$ cat src/rtl/m9312_pkg.sv
// Shared definitions for the M9312 boot-vector sequencer and the
// Unibus slave responders that sit beside it (ROM window, cycle types).
package m9312_pkg;

    typedef enum logic [1:0] {
        ST_IDLE    = 2'd0,
        ST_ARMED   = 2'd1,
        ST_WAITPSW = 2'd2,
        ST_DONE    = 2'd3
    } bv_state_e;

    localparam logic [1:0] C_DATI  = 2'b00;
    localparam logic [1:0] C_DATIP = 2'b01;

    // Address bits 17:9 of the boot ROM window (765xxx).
    localparam logic [8:0] ROM_WINDOW = 9'o765;

    localparam int DEF_DELAY = 19;

endpackage

$ cat src/rtl/m9312_bootvec_unibus_slave_hs.sv
// Unibus slave handshake: qualify MSYN, assert jam, count DELAY clocks,
// raise SSYN with latched data, hold until MSYN drops, then release.
// Ports: clk_i/rst_i, clr_i (sync abort), msyn_i, qual_i, data_i;
//        data_o, ssyn_o, jam_o, done_o (release pulse, comb).
module unibus_slave_hs #(
    parameter int DELAY = 19
) (
    input  logic        clk_i,
    input  logic        rst_i,
    input  logic        clr_i,
    input  logic        msyn_i,
    input  logic        qual_i,
    input  logic [15:0] data_i,
    output logic [15:0] data_o,
    output logic        ssyn_o,
    output logic        jam_o,
    output logic        done_o
);

    localparam int CW = (DELAY > 1) ? $clog2(DELAY) : 1;
    localparam logic [CW-1:0] LAST = CW'(DELAY - 1);

    logic [CW-1:0] cnt_q, cnt_d;
    logic          jam_q, jam_d;
    logic          ssyn_q, ssyn_d;
    logic [15:0]   data_q, data_d;

    always_ff @(posedge clk_i or posedge rst_i) begin
        if (rst_i) begin
            cnt_q  <= '0;
            jam_q  <= 1'b0;
            ssyn_q <= 1'b0;
            data_q <= '0;
        end else begin
            cnt_q  <= cnt_d;
            jam_q  <= jam_d;
            ssyn_q <= ssyn_d;
            data_q <= data_d;
        end
    end

    // The jam clock is the first qualified sample; counting starts on
    // the one after it, so SSYN rises DELAY+1 clocks after that sample.
    always_comb begin
        cnt_d  = cnt_q;
        jam_d  = jam_q;
        ssyn_d = ssyn_q;
        data_d = data_q;
        done_o = 1'b0;
        if (clr_i) begin
            cnt_d  = '0;
            jam_d  = 1'b0;
            ssyn_d = 1'b0;
            data_d = '0;
        end else if (ssyn_q) begin
            // Hold phase: only MSYN matters, address may wander.
            if (!msyn_i) begin
                cnt_d  = '0;
                jam_d  = 1'b0;
                ssyn_d = 1'b0;
                data_d = '0;
                done_o = 1'b1;
            end
        end else if (jam_q) begin
            if (!qual_i) begin
                cnt_d = '0;
                jam_d = 1'b0;
            end else if (cnt_q == LAST) begin
                ssyn_d = 1'b1;
                data_d = data_i;
            end else begin
                cnt_d = cnt_q + 1'b1;
            end
        end else if (qual_i) begin
            jam_d = 1'b1;
        end
    end

    assign data_o = data_q;
    assign ssyn_o = ssyn_q;
    assign jam_o  = jam_q;

endmodule

$ cat src/rtl/m9312_bootvec.sv
// Power-up boot-vector sequencer: answers the first DATI pair to the
// power-fail vector with a ROM entry PC and a fixed PSW, then disarms.
// Ports: CLOCK/RESET, a_in_h, c_in_h, msyn_in_h, dc_lo_in_h, enable_h,
//        boot_sel in; d_out_h, ssyn_out_h, jam_out_h, armed_h out.
module m9312_bootvec
    import m9312_pkg::*;
#(
    parameter int          DELAY    = DEF_DELAY,
    parameter logic [17:0] VEC_ADDR = 18'o000024,
    parameter logic [15:0] ROM_BASE = 16'o165000,
    parameter logic [15:0] PSW_VAL  = 16'o000340
) (
    input  logic        CLOCK,
    input  logic        RESET,
    input  logic [17:0] a_in_h,
    input  logic [1:0]  c_in_h,
    input  logic        msyn_in_h,
    input  logic        dc_lo_in_h,
    input  logic        enable_h,
    input  logic [7:0]  boot_sel,
    output logic [15:0] d_out_h,
    output logic        ssyn_out_h,
    output logic        jam_out_h,
    output logic        armed_h
);

    localparam logic [17:0] PSW_ADDR = VEC_ADDR + 18'd2;

    bv_state_e state_q, state_d;
    logic      dc_lo_q;
    logic      dc_lo_prev_q;
    logic      power_up;
    logic      read_cyc;
    logic      vec_hit;
    logic      psw_hit;
    logic      qual;
    logic [15:0] resp_data;
    logic      hs_done;
    logic      hs_hold;
    logic      unused_a0;

    assign unused_a0 = a_in_h[0];

    always_ff @(posedge CLOCK or posedge RESET) begin
        if (RESET) begin
            state_q      <= ST_IDLE;
            dc_lo_q      <= 1'b0;
            dc_lo_prev_q <= 1'b0;
        end else begin
            state_q      <= state_d;
            dc_lo_q      <= dc_lo_in_h;
            dc_lo_prev_q <= dc_lo_q;
        end
    end

    assign power_up = dc_lo_prev_q & ~dc_lo_q;

    // A registered DC LO aborts everything, so DONE needs no rule of
    // its own to return to IDLE on power-down.
    always_comb begin
        state_d = state_q;
        if (dc_lo_q) begin
            state_d = ST_IDLE;
        end else begin
            unique case (state_q)
                ST_IDLE: begin
                    if (power_up && enable_h) state_d = ST_ARMED;
                end
                ST_ARMED: begin
                    if (hs_done)
                        state_d = enable_h ? ST_WAITPSW : ST_IDLE;
                    else if (!enable_h && !hs_hold)
                        state_d = ST_IDLE;
                end
                ST_WAITPSW: begin
                    if (hs_done)
                        state_d = enable_h ? ST_DONE : ST_IDLE;
                    else if (!enable_h && !hs_hold)
                        state_d = ST_IDLE;
                end
                ST_DONE: state_d = ST_DONE;
                default: state_d = ST_IDLE;
            endcase
        end
    end

    always_comb begin
        read_cyc  = (c_in_h == C_DATI) || (c_in_h == C_DATIP);
        vec_hit   = a_in_h[17:1] == VEC_ADDR[17:1];
        psw_hit   = a_in_h[17:1] == PSW_ADDR[17:1];
        armed_h   = 1'b0;
        qual      = 1'b0;
        resp_data = '0;
        unique case (state_q)
            ST_ARMED: begin
                armed_h   = 1'b1;
                qual      = msyn_in_h & read_cyc & vec_hit & enable_h;
                resp_data = ROM_BASE | {7'b0, boot_sel, 1'b0};
            end
            ST_WAITPSW: begin
                armed_h   = 1'b1;
                qual      = msyn_in_h & read_cyc & psw_hit & enable_h;
                resp_data = PSW_VAL;
            end
            default: begin
                armed_h   = 1'b0;
            end
        endcase
    end

    unibus_slave_hs #(
        .DELAY (DELAY)
    ) u_hs (
        .clk_i  (CLOCK),
        .rst_i  (RESET),
        .clr_i  (dc_lo_q),
        .msyn_i (msyn_in_h),
        .qual_i (qual),
        .data_i (resp_data),
        .data_o (d_out_h),
        .ssyn_o (ssyn_out_h),
        .jam_o  (jam_out_h),
        .done_o (hs_done)
    );

    assign hs_hold = ssyn_out_h;

endmodule
$ cat config.mk
export PLATFORM = sky130hd
export DESIGN_NAME = m9312_bootvec
export DESIGN_NICKNAME = d
export VERILOG_FILES = /design/src/rtl/m9312_pkg.sv /design/src/rtl/m9312_bootvec_unibus_slave_hs.sv /design/src/rtl/m9312_bootvec.sv
export SDC_FILE = /design/constraint.sdc
export NUM_CORES = 1
export LEC_CHECK = 0
export BUFFER_PORTS_ARGS = -buffer_cell sky130_fd_sc_hd__buf_2
export CAP_MARGIN = 40
export CORE_AREA = 2 2 58 60
export DETAILED_ROUTE_END_ITERATION = 10
export DIE_AREA = 0 0 60 62
export HOLD_SLACK_MARGIN = 0.15
export PLACE_DENSITY = 0.73
export SYNTH_ARGS = -nofsm -noshare
export SYNTH_HDL_FRONTEND = slang
export SYNTH_SLANG_ARGS = --single-unit
$ cat constraint.sdc
create_clock -name CLOCK -period 2.1 [get_ports CLOCK]
set_input_delay 0.105 -clock CLOCK [delete_from_list [all_inputs] [get_ports CLOCK]]
set_output_delay 0.105 -clock CLOCK [all_outputs]
set_load 0.05 [all_outputs]
; ---- Yosys cells after proc, flatten, opt, wreduce, memory -nomap -nowiden
; Cells that the tools add are included.
[word_totals]
regBits = 27
input_bits = 33
output_inout_bits = 19
[op_classes]
addsub = 1
n_eq_ne = 10
muxes = 36
bitwise_logic = 7
n_reduce_logical = 13
[ops]
columns = operator, count
row1 = $mux 16, 6
row2 = $eq 17x4->1 const B, 2
row3 = $pmux 16 s2, 1
row4 = $mux 5, 6
row5 = $mux 1, 14
row6 = $mux 2, 7
row7 = $reduce_bool 3->1, 3
row8 = $pmux 2 s4, 1
row9 = $and 1x1->1, 6
row10 = $ne 3x3->1 const B, 2
row11 = $add 5x1->5 const B, 1
row12 = $eq 5x5->1 const B, 1
row13 = $eq 2x1->1 const B, 2
row14 = $eq 2x2->1 const B, 2
row15 = $logic_not 2->1, 2
row16 = $ne 4x4->1 const B, 1
row17 = $reduce_and 4->1, 1
row18 = $reduce_and 3->1, 1
row19 = $logic_and 1x1->1, 2
row20 = $logic_not 1->1, 2
row21 = $pmux 1 s2, 1
row22 = $reduce_or 2->1, 1
row23 = $logic_or 1x1->1, 1
row24 = $not 1->1, 1

; ---- Logic depth before layout (Yosys ltp)
[depth]
depth_word = 10
mapped_depth = 8

; ---- Modules after synthesis
; From an unflattened synthesis, not the netlist that was laid out.
[hier_totals]
hier_cells = 166
hier_area_um2 = 1630.3
[modules_own_cells]
columns = module, instances, cells_per_inst, area_per_inst_um2, seq_area_each_um2
row1 = unibus_slave_hs, 1, 120, 1219.9, 575.6
row2 = m9312_bootvec, 1, 46, 410.4, 100.1

; ---- Worst setup path before layout
; No wires, ideal clock.
[synth_path]
path_kind = reg2reg
from = register state_q[0]
to = register u_hs.data_q[1], in the netlist u_hs.data_o[1]
arrival_ns = 2.348
slack_ns = -0.313
stages_incl_launch_ff = 9
n_path_buf = 2
path_cell_list = dfrtp_1 > inv_1 > ha_1 > nand2b_1 > nor4_1 > clkbuf_1 > and4_1 > buf_4 > a22o_2
[synth_between]
elab_chain_len = 7
word_cells_on_any_way = 11
cone_classes = eq/ne: 2 / mux: 7 / reduce/logical: 2
[synth_rtl]
columns = element, line
row1 = "start, declared", m9312_bootvec.sv:29  ; bv_state_e state_q, state_d;
row2 = "start signal, assigned", m9312_bootvec.sv:50  ; state_q <= state_d;
row3 = $eq 2x2->1 or $eq 2x1->1 (tied branches), m9312_bootvec.sv:94  ; unique case (state_q)
row4 = $pmux 16 s2, m9312_bootvec.sv:94
row5 = $mux 16, m9312_bootvec_unibus_slave_hs.sv:68  ; end else if (cnt_q == LAST) begin
row6 = $mux 16, m9312_bootvec_unibus_slave_hs.sv:65  ; if (!qual_i) begin
row7 = $mux 16, m9312_bootvec_unibus_slave_hs.sv:64  ; end else if (jam_q) begin
row8 = $mux 16, m9312_bootvec_unibus_slave_hs.sv:55  ; end else if (ssyn_q) begin
row9 = $mux 16, m9312_bootvec_unibus_slave_hs.sv:50  ; if (clr_i) begin
row10 = "end signal, assigned", m9312_bootvec_unibus_slave_hs.sv:38  ; data_q <= data_d;
row11 = "end, declared", m9312_bootvec_unibus_slave_hs.sv:26  ; logic [15:0] data_q, data_d;
; Parallel ways exist; a longest one is shown, timed or not. The select of a mux whose other input is x is not followed.
; A chain may end at the register's enable or synchronous reset.

; ---- Worst setup path in the final report
[layout_path]
from = register state_q[0]
to = register u_hs.data_q[3], in the netlist u_hs.data_o[3]
; Same word-level chain as after synthesis.

==> results summary <==
The run finished with clean final reports. The overall global routing resource usage is 17.2%. The reg-to-reg endpoint is u_hs.data_o[3]. The mean area per synthesized cell is 10.6 µm².

In this run the power density over the cells is 500 nW/µm². The maximum level of the CTS H-tree is 1. The worst hold path begins at a_in_h[15].

The worst setup path is launched from a register. The clock arrives with 0.00426 ns of skew. The count of non-filler cells in the finished layout came out at 224. The final-report max-slew violation count was 0. Among all flip-flop cells after synthesis, the most frequent one is sky130_fd_sc_hd__dfrtp_1. The total congestion overflow is 0. The worst supply voltage drop on vdd came out at 259 µV. The path depth of the worst reg2reg path is 8.

Setup repair after global routing left no endpoint under its margin. In the final routed layout, each cell accounts on average for 13.5 µm. The cell row count is 21.

The peak clock frequency supported by timing came out at 506 MHz. The initial detailed-routing violation count came out at 64. The cell that appears most often on the critical path is sky130_fd_sc_hd__buf_4. The number of enable flip-flop cells after synthesis is 0. The pin count of the biggest net entering global routing is 21.

The flop and latch count out of synthesis came out at 20. Leaving out fill and tap cells, the most frequent cell in the layout is sky130_fd_sc_hd__buf_2. TritonCTS built the clock tree. The minimum setup slack among reg-to-reg paths is 0.12 ns. The total placed cells including tap cells came out at 207. After detailed routing, the number of vias per cell comes to 5.43. The signal on the critical path passes through inv_1 > ha_4 > nand2b_1 > nor4_2 > buf_4 > a311oi_4 > buf_4 > a22o_2. Synthesis instantiated 44 different standard cells from the library. The total number of yosys warnings came out at 0. The first detailed-routing pass took 4 iterations. The final clock period utilization by the worst path came out at 94.2%. The via count of the first global-routing pass came out at 1109. The number of buffer cells added on primary ports came out at 46.

The total cell area at the placement stage is 1540 µm². The part of the Yosys area used for sequential elements is 39.6%. From bottom edge to top edge, the die measures 62 µm. The initial antenna violation count was 0.

Data on the critical path arrives at its endpoint at 2.19 ns. The cell area after technology mapping came out at 1260 µm². The final layout contains routed wiring with a total length of 3030 µm. The number of failing hold endpoints at the final stage came out at 0.

Clock-pin slew was measured on the worst setup and hold paths at 0.12 ns. The overall via count from detail_route is 1217. The worst setup path is captured at a register.

The final estimated routing congestion in global placement is 0.695. Of the cells placed in the final design, the portion with a size suffix greater than 1 is 41.0%. The min-delay analysis places its worst path in the category in -> reg.

In this run the deepest clock path goes through 2 buffers. The transition time at the pin with the least slew margin is 0.749 ns. The count of boundary I/O pins came out at 52. The number of remaining DRC errors came out at 0. The data required time at the worst endpoint is 2.31 ns. The initial core utilization is 39.7%. The net count of the finished layout is 219.

Leaving out fill and tap cells, the most frequent cells in the layout are sky130_fd_sc_hd__buf_2 (46), sky130_fd_sc_hd__dfrtp_1 (19), sky130_fd_sc_hd__dlygate4sd3_1 (11), sky130_fd_sc_hd__buf_4 (7). The total area inside the core boundary comes to 3180 µm². The total leakage power is 0.873 nW. Setup slack on the critical path of the routed design comes to 0.122 ns. The later pin in the worst-skew pair is clocked with a latency of 0.30 ns. The summed area of non-filler cells in the final layout is 1720 µm². The clock tree root driver cell is sky130_fd_sc_hd__clkbuf_4.

The number of stages on the worst hold path came out at 5. The number of nets with antenna violations after detailed routing is 0. The number of setup violations in the final report came out at 0. The antenna diode instance count came out at 0. The worst register-to-register path begins at state_q[0]. The total negative slack came out at 0 ns. The growth of design area from synthesis to finish came out at 36.3%. The overall die width is 60 µm.

Of all nets on the critical path, the largest fanout is 11. Buffers inserted during clock tree synthesis total 3. The critical path in this run is classified as reg -> reg.

The number of sinks driven by the clock tree came out at 20. The die covers 3720 µm². The fraction of registers with async set/reset came out at 100%. At the placement stage, the worst setup path has a slack of 0.107 ns.

The headroom to the max-slew limit is 50.0%. The delay contributed by the slowest stage of the critical path came out at 0.42 ns. The post-detailed-placement half-perimeter wirelength is 2280 µm. The gate count after technology mapping came out at 119. The total of max-cap violations is 0. On the critical path, the stage with the largest delay is an instance of sky130_fd_sc_hd__dfrtp_1.

The worst hold path terminates at u_hs.jam_o. The first-pass GRT wire length came out at 4880 µm. The worst path needs 1.98 ns of the cycle, external delays included.
[cell type report]
type                       instances  area (µm²)
fill                             291        1460
multi-input combinational         84         693
sequential                        20         502
timing repair buffer              64         393
tap                               46        57.6
clock inverter                     1        30.0
clock buffer                       3        22.5
inverter                           6        22.5
[worst max-delay path by stage]
stage,startpoint,end
after detailed placement,state_q[0],u_hs.data_o[4]
after floorplan,state_q[0],u_hs.data_o[1]
after CTS,state_q[0],u_hs.data_o[4]
after global placement,state_q[0],u_hs.data_o[3]
final,state_q[0],u_hs.data_o[3]
after global routing,state_q[0],u_hs.data_o[4]
[report_power, final]
part | switching, W | internal (W)
logic | 0.0000830 | 0.0000652
clock network | 0.000126 | 0.000193
registers | 0.00000365 | 0.000389
total | 0.000212 | 0.000648
[what timing repair did]
action | in CTS | in global routing
hold buffers | 11 | 0
buffers inserted | 0 | 2
gates resized for setup | 0 | 1
setup endpoints to repair | 0 | 9
hold endpoints to repair | 31 | 0
[metrics by stage]
step	util, %	power (W)	hold WS [ns]
final	54.1	0.000860	0.280
after global routing	54.1	0.000898	0.292
after CTS	53.6	0.000858	0.271
after detailed placement	48.5	0.000525	0.214
after global placement	48.5	0.000521	0.216
after floorplan	-	0.000484	0.0688
[registers in the layout, summed over array words and instances, names as in the netlist]
| register | flops |
|---|---|
| u_hs.data_o | 9 |
| u_hs.ssyn_o | 1 |
| dc_lo_prev_q | 1 |
| u_hs.cnt_q | 5 |
| state_q | 2 |
| dc_lo_q | 1 |
| u_hs.jam_o | 1 |
[kinds of logic after synthesis]
| group | synth area share [%] |
|---|---|
| xor gates and xnor gates | 0.694 |
| other | 0.297 |
| AOI/OAI and AO/OA | 23.6 |
| and+or+nand+nor | 21.3 |
| adders and majority gates | 6.94 |
| buffers and inverters | 7.53 |
| DFF | 39.6 |
[cells in the mapped netlist (2+ instances only)]
| library cell | instances | area, µm² |
|---|---|---|
| sky130_fd_sc_hd__a21oi_1 | 3 | 15.0 |
| sky130_fd_sc_hd__clkbuf_1 | 2 | 7.51 |
| sky130_fd_sc_hd__o21a_1 | 3 | 22.5 |
| sky130_fd_sc_hd__nor2_1 | 4 | 15.0 |
| sky130_fd_sc_hd__nor4_1 | 3 | 18.8 |
| sky130_fd_sc_hd__o22ai_1 | 3 | 18.8 |
| sky130_fd_sc_hd__a22o_2 | 5 | 50.1 |
| sky130_fd_sc_hd__nand4bb_1 | 2 | 22.5 |
| sky130_fd_sc_hd__a41oi_1 | 3 | 26.3 |
| sky130_fd_sc_hd__a21o_1 | 4 | 30.0 |
| sky130_fd_sc_hd__and3_1 | 4 | 25.0 |
| sky130_fd_sc_hd__and4_1 | 2 | 17.5 |
| sky130_fd_sc_hd__or3_1 | 3 | 18.8 |
| sky130_fd_sc_hd__dfrtp_1 | 20 | 500 |
| sky130_fd_sc_hd__inv_1 | 6 | 22.5 |
| sky130_fd_sc_hd__nand2_1 | 3 | 11.3 |
| sky130_fd_sc_hd__buf_4 | 8 | 60.1 |
| sky130_fd_sc_hd__ha_1 | 7 | 87.6 |
| sky130_fd_sc_hd__a22o_1 | 3 | 26.3 |
| sky130_fd_sc_hd__a32oi_1 | 2 | 17.5 |
| sky130_fd_sc_hd__nand3_1 | 5 | 25.0 |
| sky130_fd_sc_hd__o21ai_0 | 2 | 10.0 |
[per-layer routing]
layer	GRT usage, %	routed length [µm]	share of wire, %
met5	0	0	0
met4	5.71	31	1.0
met3	3.11	192	6.3
met2	29.2	1490	49
met1	22.3	1320	43
[worst max-delay path: cells and delay by family (launching register included)]
family,cells,cell delay (ns)
AOI/OAI and AO/OA,2,0.36
adders and majority gates,1,0.30
buffers and inverters,3,0.54
DFF,1,0.42
and+or+nand+nor,2,0.27
(Power assumes the default switching activity.)
